`config.mk`:
```
export PLATFORM = sky130hd
export DESIGN_NAME = i2c_master_arbiter_flat
export DESIGN_NICKNAME = d
export VERILOG_FILES = /design/src/rtl/i2c_master_arbiter_if.sv /design/src/rtl/i2c_master_arbiter.sv /design/src/flat_wrapper.sv
export SDC_FILE = /design/constraint.sdc
export NUM_CORES = 1
export LEC_CHECK = 0
export ABC_CLOCK_PERIOD_IN_PS = 5200
export CORE_ASPECT_RATIO = 1.75
export CORE_MARGIN = 8
export CORE_UTILIZATION = 60
export DETAILED_ROUTE_END_ITERATION = 8
export DONT_BUFFER_PORTS = 1
export HOLD_SLACK_MARGIN = 0.06
export PLACE_DENSITY = 0.76
export SYNTH_ARGS = -nofsm -noshare
export SYNTH_HDL_FRONTEND = slang
export SYNTH_SLANG_ARGS = --single-unit
```
`constraint.sdc`:
```
create_clock -name clk_400 -period 5.2 [get_ports clk_400]
set_input_delay 0.78 -clock clk_400 [delete_from_list [all_inputs] [get_ports clk_400]]
set_output_delay 0.78 -clock clk_400 [all_outputs]
set_load 0.1 [all_outputs]
```
`src/rtl/i2c_master_arbiter_if.sv`:
```
// Bundle of requester-side and I2C-master-side signals shared by the arbiter.
// The arbiter connects through "master"; the requesters and the I2C master connect through "slave".
interface i2c_master_arbiter_if #(
   parameter int N_REQ = 4
);
   // Requester side
   logic [N_REQ-1:0]   req;
   logic [N_REQ-1:0]   req_rw;
   logic [7*N_REQ-1:0] req_addr;
   logic [8*N_REQ-1:0] req_wdata;
   logic [N_REQ-1:0]   req_next_byte;
   logic [N_REQ-1:0]   grant;
   logic [N_REQ-1:0]   rsp_valid;
   logic [7:0]         rsp_rdata;
   logic               rsp_ack_error;
   logic               rsp_timeout;
   logic               busy;

   // I2C master side
   logic               m_start_txn;
   logic               m_rw;
   logic [6:0]         m_sub_addr;
   logic [7:0]         m_data_in;
   logic               m_next_byte;
   logic               m_done;
   logic               m_ack_error;
   logic [7:0]         m_data_out;

   modport master (
      input  req, req_rw, req_addr, req_wdata, req_next_byte,
      input  m_done, m_ack_error, m_data_out,
      output grant, rsp_valid, rsp_rdata, rsp_ack_error, rsp_timeout, busy,
      output m_start_txn, m_rw, m_sub_addr, m_data_in, m_next_byte
   );

   modport slave (
      output req, req_rw, req_addr, req_wdata, req_next_byte,
      output m_done, m_ack_error, m_data_out,
      input  grant, rsp_valid, rsp_rdata, rsp_ack_error, rsp_timeout, busy,
      input  m_start_txn, m_rw, m_sub_addr, m_data_in, m_next_byte
   );
endinterface

```
`src/rtl/i2c_master_arbiter.sv`:
```
// Round-robin arbiter/sequencer sharing one I2C master among N_REQ requesters,
// with a done timeout and an enforced idle gap between transactions.
module i2c_master_arbiter #(
   parameter int N_REQ          = 4,
   parameter int TIMEOUT_CYCLES = 1024,
   parameter int GAP_CYCLES     = 4
) (
   input logic                  clk_400,
   input logic                  rst,
   i2c_master_arbiter_if.master arb_if
);

   localparam int PTR_W = (N_REQ > 1) ? $clog2(N_REQ) : 1;
   localparam int TMO_W = $clog2(TIMEOUT_CYCLES + 1);
   localparam int GAP_W = $clog2(GAP_CYCLES + 1);

   typedef enum logic [2:0] {
      ST_IDLE,
      ST_START,
      ST_WAIT,
      ST_RESP,
      ST_GAP
   } state_e;

   state_e             state_q, state_d;
   logic [N_REQ-1:0]   grant_q, grant_d;
   logic [PTR_W-1:0]   owner_q, owner_d;
   logic [PTR_W-1:0]   rr_ptr_q, rr_ptr_d;
   logic               m_rw_q, m_rw_d;
   logic [6:0]         m_sub_addr_q, m_sub_addr_d;
   logic [7:0]         m_data_in_q, m_data_in_d;
   logic               m_next_byte_q, m_next_byte_d;
   logic [7:0]         rsp_rdata_q, rsp_rdata_d;
   logic               rsp_ack_error_q, rsp_ack_error_d;
   logic               rsp_timeout_q, rsp_timeout_d;
   logic [TMO_W-1:0]   timer_q, timer_d;
   logic [GAP_W-1:0]   gap_q, gap_d;

   logic               req_any;
   logic [PTR_W-1:0]   pick_idx;
   logic [TMO_W-1:0]   timer_inc;
   logic               tmo_hit;
   logic               gap_done;

   // Per-requester fields unpacked so they can be selected by a narrow index.
   logic [6:0]         addr_arr  [N_REQ];
   logic [7:0]         wdata_arr [N_REQ];

   for (genvar g = 0; g < N_REQ; g++) begin : g_unpack
      assign addr_arr[g]  = arb_if.req_addr[7*g +: 7];
      assign wdata_arr[g] = arb_if.req_wdata[8*g +: 8];
   end

   // First set request at or above rr_ptr, wrapping modulo N_REQ.
   always_comb begin : rr_pick
      logic [PTR_W:0]   sum;
      logic [PTR_W-1:0] cand;
      // NOTE: every variable written here gets a default first, so no latch is inferred.
      req_any  = 1'b0;
      pick_idx = '0;
      sum      = '0;
      cand     = '0;
      for (int k = 0; k < N_REQ; k++) begin
         sum = {1'b0, rr_ptr_q} + (PTR_W+1)'(k);
         if (sum >= (PTR_W+1)'(N_REQ)) begin
            sum = sum - (PTR_W+1)'(N_REQ);
         end
         cand = sum[PTR_W-1:0];
         if (!req_any && arb_if.req[cand]) begin
            req_any  = 1'b1;
            pick_idx = cand;
         end
      end
   end

   assign timer_inc = timer_q + TMO_W'(1);
   assign tmo_hit   = (timer_inc == TMO_W'(TIMEOUT_CYCLES - 1));
   assign gap_done  = !arb_if.m_done && (gap_q == GAP_W'(GAP_CYCLES - 1));

   // State register
   always_ff @(posedge clk_400) begin
      // NOTE: sequential state uses non-blocking assignments so every register samples pre-edge values.
      if (rst) begin
         state_q <= ST_IDLE;
      end else begin
         state_q <= state_d;
      end
   end

   // Next-state logic
   always_comb begin
      state_d = state_q;
      unique case (state_q)
         ST_IDLE:  if (req_any) state_d = ST_START;
         ST_START: state_d = ST_WAIT;
         ST_WAIT:  if (arb_if.m_done || tmo_hit) state_d = ST_RESP;
         ST_RESP:  state_d = ST_GAP;
         ST_GAP:   if (gap_done) state_d = ST_IDLE;
         default:  state_d = ST_IDLE;
      endcase
   end

   // Output logic
   always_comb begin
      arb_if.m_start_txn = (state_q == ST_START);
      arb_if.rsp_valid   = (state_q == ST_RESP) ? grant_q : '0;
      arb_if.busy        = (state_q != ST_IDLE);
   end

   assign arb_if.grant         = grant_q;
   assign arb_if.m_rw          = m_rw_q;
   assign arb_if.m_sub_addr    = m_sub_addr_q;
   assign arb_if.m_data_in     = m_data_in_q;
   assign arb_if.m_next_byte   = m_next_byte_q;
   assign arb_if.rsp_rdata     = rsp_rdata_q;
   assign arb_if.rsp_ack_error = rsp_ack_error_q;
   assign arb_if.rsp_timeout   = rsp_timeout_q;

   // Datapath next values
   always_comb begin
      grant_d         = grant_q;
      owner_d         = owner_q;
      rr_ptr_d        = rr_ptr_q;
      m_rw_d          = m_rw_q;
      m_sub_addr_d    = m_sub_addr_q;
      m_data_in_d     = m_data_in_q;
      m_next_byte_d   = m_next_byte_q;
      rsp_rdata_d     = rsp_rdata_q;
      rsp_ack_error_d = rsp_ack_error_q;
      rsp_timeout_d   = rsp_timeout_q;
      timer_d         = timer_q;
      gap_d           = gap_q;

      unique case (state_q)
         ST_IDLE: begin
            if (req_any) begin
               grant_d           = '0;
               grant_d[pick_idx] = 1'b1;
               owner_d           = pick_idx;
               m_rw_d            = arb_if.req_rw[pick_idx];
               m_sub_addr_d      = addr_arr[pick_idx];
               m_data_in_d       = wdata_arr[pick_idx];
               m_next_byte_d     = arb_if.req_next_byte[pick_idx];
            end
         end
         ST_START: begin
            timer_d = '0;
         end
         ST_WAIT: begin
            timer_d = timer_inc;
            // A done arriving in the same cycle as the timeout wins.
            if (arb_if.m_done) begin
               rsp_rdata_d     = arb_if.m_data_out;
               rsp_ack_error_d = arb_if.m_ack_error;
               rsp_timeout_d   = 1'b0;
            end else if (tmo_hit) begin
               rsp_rdata_d     = '0;
               rsp_ack_error_d = 1'b0;
               rsp_timeout_d   = 1'b1;
            end
         end
         ST_RESP: begin
            rr_ptr_d = (owner_q == PTR_W'(N_REQ - 1)) ? '0 : owner_q + PTR_W'(1);
            gap_d    = '0;
         end
         ST_GAP: begin
            // A master holding done as a level keeps the gap from starting to count.
            gap_d = arb_if.m_done ? '0 : gap_q + GAP_W'(1);
            if (gap_done) begin
               grant_d = '0;
            end
         end
         default: ;
      endcase
   end

   // Datapath registers
   always_ff @(posedge clk_400) begin
      if (rst) begin
         grant_q         <= '0;
         owner_q         <= '0;
         rr_ptr_q        <= '0;
         m_rw_q          <= 1'b0;
         m_sub_addr_q    <= '0;
         m_data_in_q     <= '0;
         m_next_byte_q   <= 1'b0;
         rsp_rdata_q     <= '0;
         rsp_ack_error_q <= 1'b0;
         rsp_timeout_q   <= 1'b0;
         timer_q         <= '0;
         gap_q           <= '0;
      end else begin
         grant_q         <= grant_d;
         owner_q         <= owner_d;
         rr_ptr_q        <= rr_ptr_d;
         m_rw_q          <= m_rw_d;
         m_sub_addr_q    <= m_sub_addr_d;
         m_data_in_q     <= m_data_in_d;
         m_next_byte_q   <= m_next_byte_d;
         rsp_rdata_q     <= rsp_rdata_d;
         rsp_ack_error_q <= rsp_ack_error_d;
         rsp_timeout_q   <= rsp_timeout_d;
         timer_q         <= timer_d;
         gap_q           <= gap_d;
      end
   end

endmodule

```
`src/flat_wrapper.sv`:
```
// flat-port wrapper written by rule: the top's interface ports become plain ports
module i2c_master_arbiter_flat 
#(
   parameter int N_REQ          = 4,
   parameter int TIMEOUT_CYCLES = 1024,
   parameter int GAP_CYCLES     = 4
)
  (clk_400, rst, arb_if_req, arb_if_req_rw, arb_if_req_addr, arb_if_req_wdata, arb_if_req_next_byte, arb_if_m_done, arb_if_m_ack_error, arb_if_m_data_out, arb_if_grant, arb_if_rsp_valid, arb_if_rsp_rdata, arb_if_rsp_ack_error, arb_if_rsp_timeout, arb_if_busy, arb_if_m_start_txn, arb_if_m_rw, arb_if_m_sub_addr, arb_if_m_data_in, arb_if_m_next_byte);
  i2c_master_arbiter_if #(.N_REQ(N_REQ)) arb_if_i ();
  input logic clk_400;
  input logic rst;
  input wire logic [$bits(arb_if_i.req)-1:0] arb_if_req;
  input wire logic [$bits(arb_if_i.req_rw)-1:0] arb_if_req_rw;
  input wire logic [$bits(arb_if_i.req_addr)-1:0] arb_if_req_addr;
  input wire logic [$bits(arb_if_i.req_wdata)-1:0] arb_if_req_wdata;
  input wire logic [$bits(arb_if_i.req_next_byte)-1:0] arb_if_req_next_byte;
  input wire logic [$bits(arb_if_i.m_done)-1:0] arb_if_m_done;
  input wire logic [$bits(arb_if_i.m_ack_error)-1:0] arb_if_m_ack_error;
  input wire logic [$bits(arb_if_i.m_data_out)-1:0] arb_if_m_data_out;
  output wire logic [$bits(arb_if_i.grant)-1:0] arb_if_grant;
  output wire logic [$bits(arb_if_i.rsp_valid)-1:0] arb_if_rsp_valid;
  output wire logic [$bits(arb_if_i.rsp_rdata)-1:0] arb_if_rsp_rdata;
  output wire logic [$bits(arb_if_i.rsp_ack_error)-1:0] arb_if_rsp_ack_error;
  output wire logic [$bits(arb_if_i.rsp_timeout)-1:0] arb_if_rsp_timeout;
  output wire logic [$bits(arb_if_i.busy)-1:0] arb_if_busy;
  output wire logic [$bits(arb_if_i.m_start_txn)-1:0] arb_if_m_start_txn;
  output wire logic [$bits(arb_if_i.m_rw)-1:0] arb_if_m_rw;
  output wire logic [$bits(arb_if_i.m_sub_addr)-1:0] arb_if_m_sub_addr;
  output wire logic [$bits(arb_if_i.m_data_in)-1:0] arb_if_m_data_in;
  output wire logic [$bits(arb_if_i.m_next_byte)-1:0] arb_if_m_next_byte;
  assign arb_if_i.req = arb_if_req;
  assign arb_if_i.req_rw = arb_if_req_rw;
  assign arb_if_i.req_addr = arb_if_req_addr;
  assign arb_if_i.req_wdata = arb_if_req_wdata;
  assign arb_if_i.req_next_byte = arb_if_req_next_byte;
  assign arb_if_i.m_done = arb_if_m_done;
  assign arb_if_i.m_ack_error = arb_if_m_ack_error;
  assign arb_if_i.m_data_out = arb_if_m_data_out;
  assign arb_if_grant = arb_if_i.grant;
  assign arb_if_rsp_valid = arb_if_i.rsp_valid;
  assign arb_if_rsp_rdata = arb_if_i.rsp_rdata;
  assign arb_if_rsp_ack_error = arb_if_i.rsp_ack_error;
  assign arb_if_rsp_timeout = arb_if_i.rsp_timeout;
  assign arb_if_busy = arb_if_i.busy;
  assign arb_if_m_start_txn = arb_if_i.m_start_txn;
  assign arb_if_m_rw = arb_if_i.m_rw;
  assign arb_if_m_sub_addr = arb_if_i.m_sub_addr;
  assign arb_if_m_data_in = arb_if_i.m_data_in;
  assign arb_if_m_next_byte = arb_if_i.m_next_byte;
  i2c_master_arbiter #(.N_REQ(N_REQ), .TIMEOUT_CYCLES(TIMEOUT_CYCLES), .GAP_CYCLES(GAP_CYCLES)) u_core (.clk_400(clk_400), .rst(rst), .arb_if(arb_if_i));
endmodule
```
# ---- Word-level counts from Yosys, hierarchy flattened
# Index checks and enable logic that the tools add are counted.
dict set report totals {
  regBits 52
  wordCells 115
}
dict set report classes {
  n_addsub 10
  magnitude_cmp 11
  eq_ne 10
  mux 50
  n_bitwise 1
  n_reduce_logical 20
}
# operator count
set op_table {}
lappend op_table {{$mux 8} 4}
lappend op_table {{$pmux 11 s2} 1}
lappend op_table {{$mux 2} 9}
lappend op_table {{$bmux 8 s2} 1}
lappend op_table {{$lt 2x3->1 const B} 5}
lappend op_table {{$mux 1} 15}
lappend op_table {{$pmux 3 s5} 1}
lappend op_table {{$bmux 7 s2} 1}
lappend op_table {{$mux 7} 2}
lappend op_table {{$bmux 1 s2} 6}
lappend op_table {{$ge 3x3->1 const B} 4}
lappend op_table {{$mux 3} 4}
lappend op_table {{$mux 4} 3}
lappend op_table {{$add 11x1->11 const B} 1}
lappend op_table {{$eq 11x10->1 const B} 1}
lappend op_table {{$eq 3x2->1 const B} 3}
lappend op_table {{$pmux 4 s2} 1}
lappend op_table {{$reduce_bool 2->1} 4}
lappend op_table {{$sub 2x1->2 const B} 4}
lappend op_table {{$add 2x2->3 const B} 2}
lappend op_table {{$ne 2x1->1 const B} 3}
lappend op_table {{$pmux 3 s2} 1}
lappend op_table {{$reduce_and 3->1} 2}
lappend op_table {{$logic_and 1x1->1} 5}
lappend op_table {{15 further kinds} 19}

# ---- Longest topological paths before layout
# Gate-level depths: netlist of the first run.
dict set report depth {
  ltp_word 20
  ltp_mapped 7
  mapped_depth_nobuf 7
}

# ---- Worst setup path after synthesis of the first run
# Ideal clock, no wire load.
dict set report synth_timing {
  kind {reg-to-output}
  startpoint {register u_core.state_q[0]}
  endpoint {output port arb_if_m_start_txn}
  arrival_time_ns 2.940
  setup_slack_ns 1.480
  path_stages_with_launch 5
  n_path_buf 2
  cell_sequence {dfxtp_1 clkbuf_1 inv_1 clkbuf_1 nor3_1}
}
dict set report synth_via {
  elab_chain_len 1
}
# element line
set synth_lines {}
lappend synth_lines {{from (decl)} i2c_master_arbiter.sv:25} ;# state_e state_q, state_d;
lappend synth_lines {{from (signal assigned)} i2c_master_arbiter.sv:86} ;# state_q <= state_d;
lappend synth_lines {{$eq 3x1->1} i2c_master_arbiter.sv:105} ;# arb_if.m_start_txn = (state_q == ST_START);
lappend synth_lines {{to (decl)} flat_wrapper.sv:26} ;# output wire logic [$bits(arb_if_i.m_start_txn)-1:0] arb_if_m_start_txn;
# Every way passes these cells.

# ---- Final worst setup path of the first run
dict set report layout_timing {
  startpoint {register u_core.state_q[1]}
  endpoint {output port arb_if_rsp_valid[0]}
}
dict set report layout_via {
  elab_chain_len 2
}
# element line
set layout_lines {}
lappend layout_lines {{$eq 3x2->1} i2c_master_arbiter.sv:106} ;# arb_if.rsp_valid = (state_q == ST_RESP) ? grant_q : '0;
lappend layout_lines {{$mux 4} i2c_master_arbiter.sv:106}
lappend layout_lines {{to (decl)} flat_wrapper.sv:21} ;# output wire logic [$bits(arb_if_i.rsp_valid)-1:0] arb_if_rsp_valid;
# Every way passes these cells.

==> flow_metrics.py, run 1 <==
metrics = {
    "worst_setup_path": {
        "rrSetupSlack_ps": 2360,
        "timing.rr.start": "u_core.state_q[1]",
        "critPathKind": "reg2out",
        "worst-r2r-cell-count": 4,
        "slowest_delay_ps": 910,
        "cp_data_required_time_ps": 4420,
        "path_delay_family": "simple AND/OR/NAND/NOR gates",
        "cp_slowest_cell": "and3_1",
        "path_buf_inv": 0,
        "reg2reg_to": "u_core.arb_if.rsp_rdata[2]",
        "endpoint_kind": "output pin",
        "crit_fanout": 23,
        "critPathLaunchType": "flop",
        "critPathArrivalTime_ps": 2680,
        "crit_chain": "nor2b_1 > and3_1",
    },
    "layout": {
        "layout.nets": 428,
        "antennaDiodeCount": 0,
        "multi_input_area_um2": 1800,
        "fillers": 443,
        "final_area_um2": 3100,
        "layout-drive-gt1-share": 0.0619,
        "areaGrowthSynthToFinish_pct": 2.57,
        "regArea_um2": 1040,
        "instances_no_fill": 393,
    },
    "power": {
        "p_leak_nw": 1.13,
        "power.switching_uw": 557,
        "switching_share": 0.438,
        "clkPwrFrac": 0.253,
        "peakVddDrop_mv": 0.432,
        "internal-power_uw": 714,
        "seqPwrFrac": 0.559,
        "combPwrFrac": 0.187,
        "powerDensity_nw_per_um2": 410,
    },
    "timing": {
        "hold_violations": 0,
        "fin_crit_sh": 0.665,
        "skew_ps": 7.30,
        "worst_slew_pin_slew_ps": 1090,
        "min_period_ps": 3460,
        "relSlewSlack": 0.272,
        "rsz0062_at_grt": "no",
        "timing.hold.ws_ps": 477,
        "fmax_mhz": 289,
        "setup_violations": 0,
        "tns_ps": 0,
        "slew_viol_final": 0,
    },
    "synth": {
        "synthArstFlopShare": 0,
        "synth_edf_count": 0,
        "synth_area_um2": 3020,
        "syn-num-nets": 445,
        "ys_seq_area_frac": 0.345,
        "post_synth.cell_area_avg_um2": 8.49,
        "ys_ff_latch": 52,
        "synth_ff_type": "dfxtp_1",
        "postSynthCellCount": 356,
        "yosysWarnings": 0,
        "synth_cell_types": 56,
    },
    "placed_design": {
        "gp_congestion": 0.898,
        "dp_cells": 386,
        "dpl.hpwl_um": 6070,
        "place_area_um2": 2970,
        "portBuffers": 0,
    },
    "clocking": {
        "ctsResizeCount": 0,
        "postCtsHoldBufs": 0,
        "cts_tree": "built",
        "cts_max_path_buffers": 2,
        "root_buffer": "clkbuf_8",
        "clk_latency_ps": 300,
        "cts_made_buffers": 5,
        "clkSinkCount": 52,
        "cts_max_level": 2,
        "post_cts_buffers": 0,
        "clkTransAtPathRegs_ps": 100,
    },
    "global_route": {
        "antenna_found_initial": 0,
        "grt_pass1_vias": 2686,
        "grt_start_max_net_pins": 56,
        "grt_overflow_total": 0,
        "grt.total_usage": 0.205,
        "grt_pass1_wl_um": 13300,
    },
    "drt": {
        "vias": 2635,
        "drtIter0Drc": 224,
        "vias_per_cell": 6.70,
        "wl_um": 8010,
        "antenna_left": 0,
        "drcViolationCount": 0,
        "drt_pass1_iterations": 4,
        "wl_per_cell_um": 20.4,
    },
    "min_path": {
        "worstHoldStart": "u_core.owner_q[1]",
        "min_path_cells": 2,
        "hold_end": "u_core.owner_q[1]",
        "hp-class": "reg2reg",
    },
    "floorplan": {
        "coreArea_um2": 4930,
        "fp.dieW_um": 69.6,
        "ios": 121,
        "initial_core_util": 0.612,
        "die-height_um": 110,
        "placementRows": 34,
        "dieArea_um2": 7650,
    },
    "status": {
        "status": "finished clean",
    },
    "run": {
        "maxCapViolCount": 0,
    },
}
-- kinds of logic (layout without fill, tap and decap cells) --
logic type,Yosys count,after routing,share of synthesized area
buffers and inverters,34,17,0.0625
AND/OR/NAND/NOR,127,127,0.214
flip-flops,52,52,0.345
XOR/XNOR,3,3,0.00870
AO/OA/AOI/OAI,107,107,0.257
adder cells (fa/ha/maj),5,5,0.0207
multiplexers,28,28,0.0928
-- registers in the layout (all words and copies together) (netlist names) --
| register | flops |
|---|---|
| u_core.arb_if.grant | 4 |
| u_core.arb_if.m_data_in | 8 |
| u_core.arb_if.m_next_byte | 1 |
| u_core.arb_if.m_rw | 1 |
| u_core.arb_if.m_sub_addr | 7 |
| u_core.arb_if.rsp_ack_error | 1 |
| u_core.arb_if.rsp_rdata | 8 |
| u_core.arb_if.rsp_timeout | 1 |
| u_core.gap_q | 3 |
| u_core.owner_q | 2 |
| u_core.rr_ptr_q | 2 |
| u_core.state_q | 3 |
| u_core.timer_q | 11 |
-- metal layers --
metal	track usage	wire length, µm	vias to the layer above
met4	0.0664	115	0
met2	0.384	4340	106
met5	0	0	-
li1	-	-	1281
met3	0.0659	635	11
met1	0.210	2920	1237
-- cell usage after synthesis (all sizes together) (4+ instances only) --
cell type,number,area [µm²]
dfxtp,52,1040
and2,4,25.0
ha,5,62.6
nand2,45,174
o21a,7,52.6
o21ai,13,65.1
nand2b,4,25.0
nor2,24,92.6
nand3,5,25.0
nor2b,9,56.3
o221ai,17,149
a22oi,17,128
clkbuf,12,45.0
buf,13,104
mux2i,28,280
a21oi,21,105
nor3,14,70.1
and3,5,31.3
inv,8,30.0
o211ai,5,42.5
a211oi,10,75.1
-- cell usage in the layout (no fill, tap or decap), types with 2 or more instances in the layout --
| cell | instances |
|---|---|
| a211oi_1 | 10 |
| a21oi_1 | 21 |
| a22oi_1 | 17 |
| a2bb2oi_1 | 2 |
| a31oi_1 | 3 |
| a32oi_1 | 2 |
| and2_1 | 4 |
| and3_1 | 5 |
| bufinv_16 | 2 |
| clkbuf_8 | 5 |
| dfxtp_1 | 52 |
| ha_1 | 5 |
| inv_1 | 8 |
| mux2i_1 | 28 |
| nand2_1 | 43 |
| nand2_2 | 2 |
| nand2b_1 | 4 |
| nand3_1 | 5 |
| nand3b_1 | 2 |
| nor2_1 | 23 |
| nor2b_1 | 9 |
| nor3_1 | 13 |
| nor4_1 | 2 |
| o211ai_1 | 4 |
| o21a_1 | 7 |
| o21ai_0 | 13 |
| o221ai_1 | 17 |
| o41ai_1 | 2 |
| or3_1 | 2 |
| xnor2_1 | 3 |
-- worst max path at each step --
stage	from	endpoint	cells after the start
6_report	u_core.state_q[1]	arb_if_rsp_valid[0]	2
5_1_grt	u_core.state_q[1]	arb_if_rsp_valid[0]	2
4_1_cts	u_core.state_q[1]	arb_if_rsp_valid[0]	2
3_5_place_dp	u_core.state_q[1]	arb_if_rsp_valid[0]	2
3_3_place_gp	u_core.state_q[1]	arb_if_rsp_valid[0]	2
2_1_floorplan	u_core.state_q[0]	arb_if_m_start_txn	4
-- power by group through the flow --
stage	logic, mW	registers [mW]	clock network [mW]
2_1_floorplan	0.232	0.688	0
3_3_place_gp	0.234	0.719	0
3_5_place_dp	0.240	0.719	0
4_1_cts	0.240	0.711	0.328
5_1_grt	0.259	0.718	0.348
6_report	0.238	0.710	0.322
-- area by class of cell --
cell class,count,area share
Sequential cell,52,0.336
Tap cell,54,0.0218
Clock buffer,5,0.0222
Timing Repair Buffer,2,0.0113
Clock inverter,2,0.0194
Multi-Input combinational cell,270,0.580
Inverter,8,0.00969
-- stage by stage --
| step | util | total power [mW] | setup slack, ps |
|---|---|---|---|
| final | 0.628 | 1.27 | 1740 |
| after global routing | 0.628 | 1.33 | 1630 |
| after CTS | 0.628 | 1.28 | 1750 |
| after detailed placement | 0.602 | 0.959 | 2090 |
| after global placement | 0.602 | 0.952 | 2140 |
| after floorplan | - | 0.920 | 1480 |
-- tightest hold or removal path, stage by stage (launching register included) --
cell,delay (ps)
dfxtp_1,330
nand2_1,60
a21oi_1,60
(Power assumes the default switching activity.)
==> run 2: changes to the inputs <==
Settings changed: ABC_CLOCK_PERIOD_IN_PS 5200 to 3200.
Clock period 5.2 ns to 3.2 ns, I/O delays scaled along.
==> run 2 against run 1 <==
Flip-flop and latch count did not move. Via count rose by 0.34%. Total power rose by 54%. First-iteration DRC count decreased by 11%. Clock-buffer cell count up 1. Sequential share of layout area fell by 0.40 points. Register-to-register slack got worse by 1500 ps. Die area unchanged. Clock power is 23% higher. Non-clock buffer count up 12. Worst hold slack got worse by 250 ps. Largest power group unchanged.
==> flow_metrics.py, run 2 (synthesis gave the netlist of run 1 again) <==
metrics = {
    "global_route": {
        "grt.total_usage": 0.199,
        "antenna_found_initial": 0,
        "grt_start_max_net_pins": 56,
        "grt_pass1_wl_um": 12800,
        "grt_pass1_vias": 2717,
        "grt_overflow_total": 0,
    },
    "timing": {
        "hold_violations": 0,
        "setup_violations": 0,
        "tns_ps": 0,
        "slew_viol_final": 0,
        "skew_ps": 14.6,
        "rsz0062_at_grt": "no",
        "worst_slew_pin_slew_ps": 1030,
        "min_period_ps": 2420,
        "fin_crit_sh": 0.755,
        "fmax_mhz": 414,
        "relSlewSlack": 0.313,
    },
    "worst_setup_path": {
        "cp_data_required_time_ps": 2720,
        "critPathKind": "reg2out",
        "critPathLaunchType": "flop",
        "worst-r2r-cell-count": 5,
        "rrSetupSlack_ps": 860,
        "path_buf_inv": 2,
        "timing.rr.start": "u_core.state_q[0]",
        "cp.depth": 3,
        "crit_chain": "inv_1 > nor3_4 > buf_4",
        "cp_slowest_cell": "dfxtp_1",
        "path_delay_family": "flip-flops",
        "slowest_delay_ps": 740,
        "endpoint": "arb_if_m_start_txn",
        "critPathArrivalTime_ps": 1940,
        "startpoint": "u_core.state_q[0]",
        "reg2reg_to": "u_core.arb_if.m_data_in[7]",
        "crit_fanout": 20,
        "endpoint_kind": "output pin",
    },
    "drt": {
        "wl_um": 8110,
        "vias": 2644,
        "drt_pass1_iterations": 4,
        "antenna_left": 0,
        "drcViolationCount": 0,
        "wl_per_cell_um": 20.0,
        "drtIter0Drc": 199,
        "vias_per_cell": 6.51,
    },
    "floorplan": {
        "placementRows": 34,
        "initial_core_util": 0.612,
        "coreArea_um2": 4930,
        "die-height_um": 110,
        "ios": 121,
        "fp.dieW_um": 69.6,
        "dieArea_um2": 7650,
    },
    "power": {
        "p_leak_nw": 1.16,
        "powerDensity_nw_per_um2": 622,
        "peakVddDrop_mv": 0.566,
        "power.total_mw": 1.95,
    },
    "layout": {
        "areaGrowthSynthToFinish_pct": 3.81,
        "regMostFlops": "u_core.timer_q",
        "largest_reg_flops": 11,
        "regArea_um2": 1040,
        "multi_input_area_um2": 1800,
        "layout_common_cells": "dfxtp_1 (52), nand2_1 (43), mux2i_1 (28)",
        "antennaDiodeCount": 0,
        "fillers": 435,
        "layout-drive-gt1-share": 0.0938,
        "layout.nets": 440,
        "final_area_um2": 3140,
        "fin_util": 0.636,
        "mostFrequentLayoutCell": "dfxtp_1",
    },
    "clocking": {
        "postCtsHoldBufs": 0,
        "post_cts_buffers": 0,
        "clkSinkCount": 52,
        "cts_made_buffers": 5,
        "root_buffer": "clkbuf_8",
        "cts_max_level": 2,
        "cts_tree": "built",
        "ctsResizeCount": 0,
        "clkTransAtPathRegs_ps": 110,
        "cts_max_path_buffers": 2,
        "clk_latency_ps": 320,
    },
    "min_path": {
        "min_path_cells": 1,
        "hp-class": "in2reg",
    },
    "run": {
        "maxCapViolCount": 0,
    },
    "status": {
        "status": "finished clean",
    },
    "placed_design": {
        "dpl.hpwl_um": 6150,
        "gp_congestion": 0.895,
        "portBuffers": 0,
        "place_area_um2": 3050,
    },
}
run 2: power by group:
| part | switching [mW] | leakage, nW | internal, mW |
|---|---|---|---|
| Combinational | 0.300 | 0.695 | 0.152 |
| Sequential | 0.392 | 0.424 | 0.709 |
| Clock | 0.236 | 0.0462 | 0.161 |
| Total | 0.929 | 1.16 | 1.02 |
run 2: cell type report:
cell class	count	share of cell area
Sequential cell	52	0.332
Multi-Input combinational cell	270	0.575
Timing Repair Buffer	14	0.0335
Inverter	8	0.00957
Tap cell	54	0.0215
Clock buffer	6	0.0231
Clock inverter	2	0.00558
run 2: per-layer routing:
layer / up-vias / GRT usage / wire length (µm)
met5: - / 0 / 0
met2: 98 / 0.377 / 4270
li1: 1308 / - / -
met3: 15 / 0.0578 / 533
met4: 0 / 0.0808 / 187
met1: 1223 / 0.199 / 3110
run 2: metrics by stage:
stage | worst slack [ps] | std cells | hold slack, ps
floorplan | 616 | 356 | 440
global placement | 991 | 398 | 451
detailed placement | 882 | 398 | 462
CTS | 792 | 406 | 219
global route | 607 | 406 | 208
finish | 785 | 406 | 223
run 2: worst min path at each step:
stage	startpoint	slack, ps	end
floorplan	u_core.owner_q[1]	440	u_core.owner_q[1]
global placement	u_core.owner_q[1]	450	u_core.owner_q[1]
detailed placement	u_core.owner_q[1]	460	u_core.owner_q[1]
CTS	rst	220	u_core.arb_if.grant[3]
global route	rst	210	u_core.owner_q[0]
finish	rst	220	u_core.owner_q[1]
==> run 3: changes to the inputs <==
Settings changed: ABC_CLOCK_PERIOD_IN_PS 3200 to 2500.
Clock period 3.2 ns to 2.5 ns, I/O delays scaled along.
==> run 3 against run 2 <==
Global-route usage grew 0.70 points. Clock skew shrank 6.7 ps. Register-to-register slack lost 410 ps. Combinational power grew to 2.5 times the previous value.
==> flow_metrics.py, run 3 (synthesis gave the netlist of run 1 again) <==
metrics = {
    "power": {
        "internal-power_mw": 1.39,
        "powerDensity_nw_per_um2": 756,
        "switching_share": 0.463,
        "peakVddDrop_mv": 0.634,
        "clkPwrFrac": 0.189,
        "power.total_mw": 2.59,
        "combPwrFrac": 0.444,
        "power.switching_mw": 1.20,
        "seqPwrFrac": 0.367,
        "p_leak_nw": 1.34,
    },
    "drt": {
        "drtIter0Drc": 252,
        "vias": 2851,
        "drt_pass1_iterations": 4,
        "vias_per_cell": 6.51,
        "drcViolationCount": 0,
        "wl_per_cell_um": 19.3,
        "wl_um": 8450,
        "antenna_left": 0,
    },
    "clocking": {
        "clk_latency_ps": 310,
        "clkTransAtPathRegs_ps": 100,
        "cts_made_buffers": 5,
        "cts_max_level": 2,
        "clkSinkCount": 52,
        "ctsResizeCount": 0,
        "postCtsHoldBufs": 0,
        "cts_max_path_buffers": 2,
        "post_cts_buffers": 0,
        "cts_tree": "built",
        "root_buffer": "clkbuf_8",
    },
    "timing": {
        "fmax_mhz": 478,
        "rsz0062_at_grt": "no",
        "hold_violations": 0,
        "tns_ps": 0,
        "fin_ws_ps": 406,
        "relSlewSlack": 0.467,
        "fin_crit_sh": 0.838,
        "skew_ps": 7.94,
        "min_period_ps": 2090,
        "setup_violations": 0,
        "worst_slew_pin_slew_ps": 800,
        "slew_viol_final": 0,
    },
    "floorplan": {
        "die-height_um": 110,
        "dieArea_um2": 7650,
        "coreArea_um2": 4930,
        "ios": 121,
        "initial_core_util": 0.612,
        "fp.dieW_um": 69.6,
        "placementRows": 34,
    },
    "worst_setup_path": {
        "cp_slowest_cell": "dfxtp_1",
        "slowest_delay_ps": 420,
        "endpoint_kind": "output pin",
        "cp_data_required_time_ps": 2120,
        "crit_chain": "nor2b_1 > buf_4 > and3_1 > buf_12",
        "critPathLaunchType": "flop",
        "critPathArrivalTime_ps": 1720,
        "crit_fanout": 10,
        "critPathKind": "reg2out",
    },
    "layout": {
        "layout-drive-gt1-share": 0.169,
        "largest_reg_flops": 11,
        "regMostFlops": "u_core.timer_q",
        "multi_input_area_um2": 1800,
        "layout_common_cells": "dfxtp_1 (52), nand2_1 (43), buf_4 (42)",
        "layout.nets": 472,
        "fillers": 416,
        "antennaDiodeCount": 0,
        "mostFrequentLayoutCell": "dfxtp_1",
        "final_area_um2": 3430,
        "areaGrowthSynthToFinish_pct": 13.4,
        "regArea_um2": 1040,
    },
    "placed_design": {
        "portBuffers": 0,
        "pre_cts_ws_ps": 480,
        "gp_congestion": 0.891,
        "place_area_um2": 3340,
        "dpl.hpwl_um": 6430,
    },
    "global_route": {
        "grt_pass1_wl_um": 13200,
        "grt.total_usage": 0.206,
        "grt_start_max_net_pins": 56,
        "antenna_found_initial": 0,
        "grt_pass1_vias": 2851,
        "grt_overflow_total": 0,
    },
    "run": {
        "maxCapViolCount": 0,
    },
    "min_path": {
        "hp-class": "in2reg",
    },
    "status": {
        "status": "finished clean",
    },
}
==> run 3: power groups by stage <==
| stage | Sequential [mW] | Combinational (mW) | Clock [mW] |
|---|---|---|---|
| 3_5_place_dp | 0.968 | 1.15 | 0 |
| 2_1_floorplan | 1.43 | 0.489 | 0 |
| 3_3_place_gp | 0.965 | 1.14 | 0 |
| 4_1_cts | 0.949 | 1.15 | 0.500 |
| 5_1_grt | 0.959 | 1.21 | 0.534 |
| 6_report | 0.950 | 1.15 | 0.489 |
==> run 3: per-layer routing <==
metal	part of all wire	track usage
met5	0	0
met2	0.55	0.398
met1	0.36	0.201
met4	0.019	0.0722
met3	0.075	0.0641
==> run 3: path summary, 6_finish.rpt <==
kind | to | cells after the start | slack [ps] | from
worst max-delay path | arb_if_rsp_valid[0] | 4 | 410 | u_core.state_q[2]
worst min-delay path | u_core.arb_if.rsp_ack_error | 1 | 120 | rst
worst max register to register | u_core.arb_if.rsp_rdata[7] | 4 | 450 | u_core.state_q[0]
worst min register to register | u_core.owner_q[1] | 2 | 480 | u_core.owner_q[1]
==> run 3: final cells by class <==
class                   count  area share
multi-input cells         270       0.526
flip-flops and latches     52       0.304
repair buffers             46       0.115
clock buffers               6      0.0212
well taps                  54      0.0197
inverters                   8     0.00877
clock inverters             2     0.00475
==> run 3: per-stage QoR <==
stage / hold slack (ps) / util / std cells
finish: 117 / 0.694 / 438
global route: 105 / 0.694 / 438
detailed placement: 453 / 0.676 / 430
global placement: 448 / 0.676 / 430
CTS: 110 / 0.694 / 438
floorplan: 440 / - / 356
==> run 3: critical path, delay by kind of cell, from the launching register on <==
family	cells	cell delay, ps
flip-flops	1	420
buffers and inverters	2	400
AND/OR/NAND/NOR	2	590
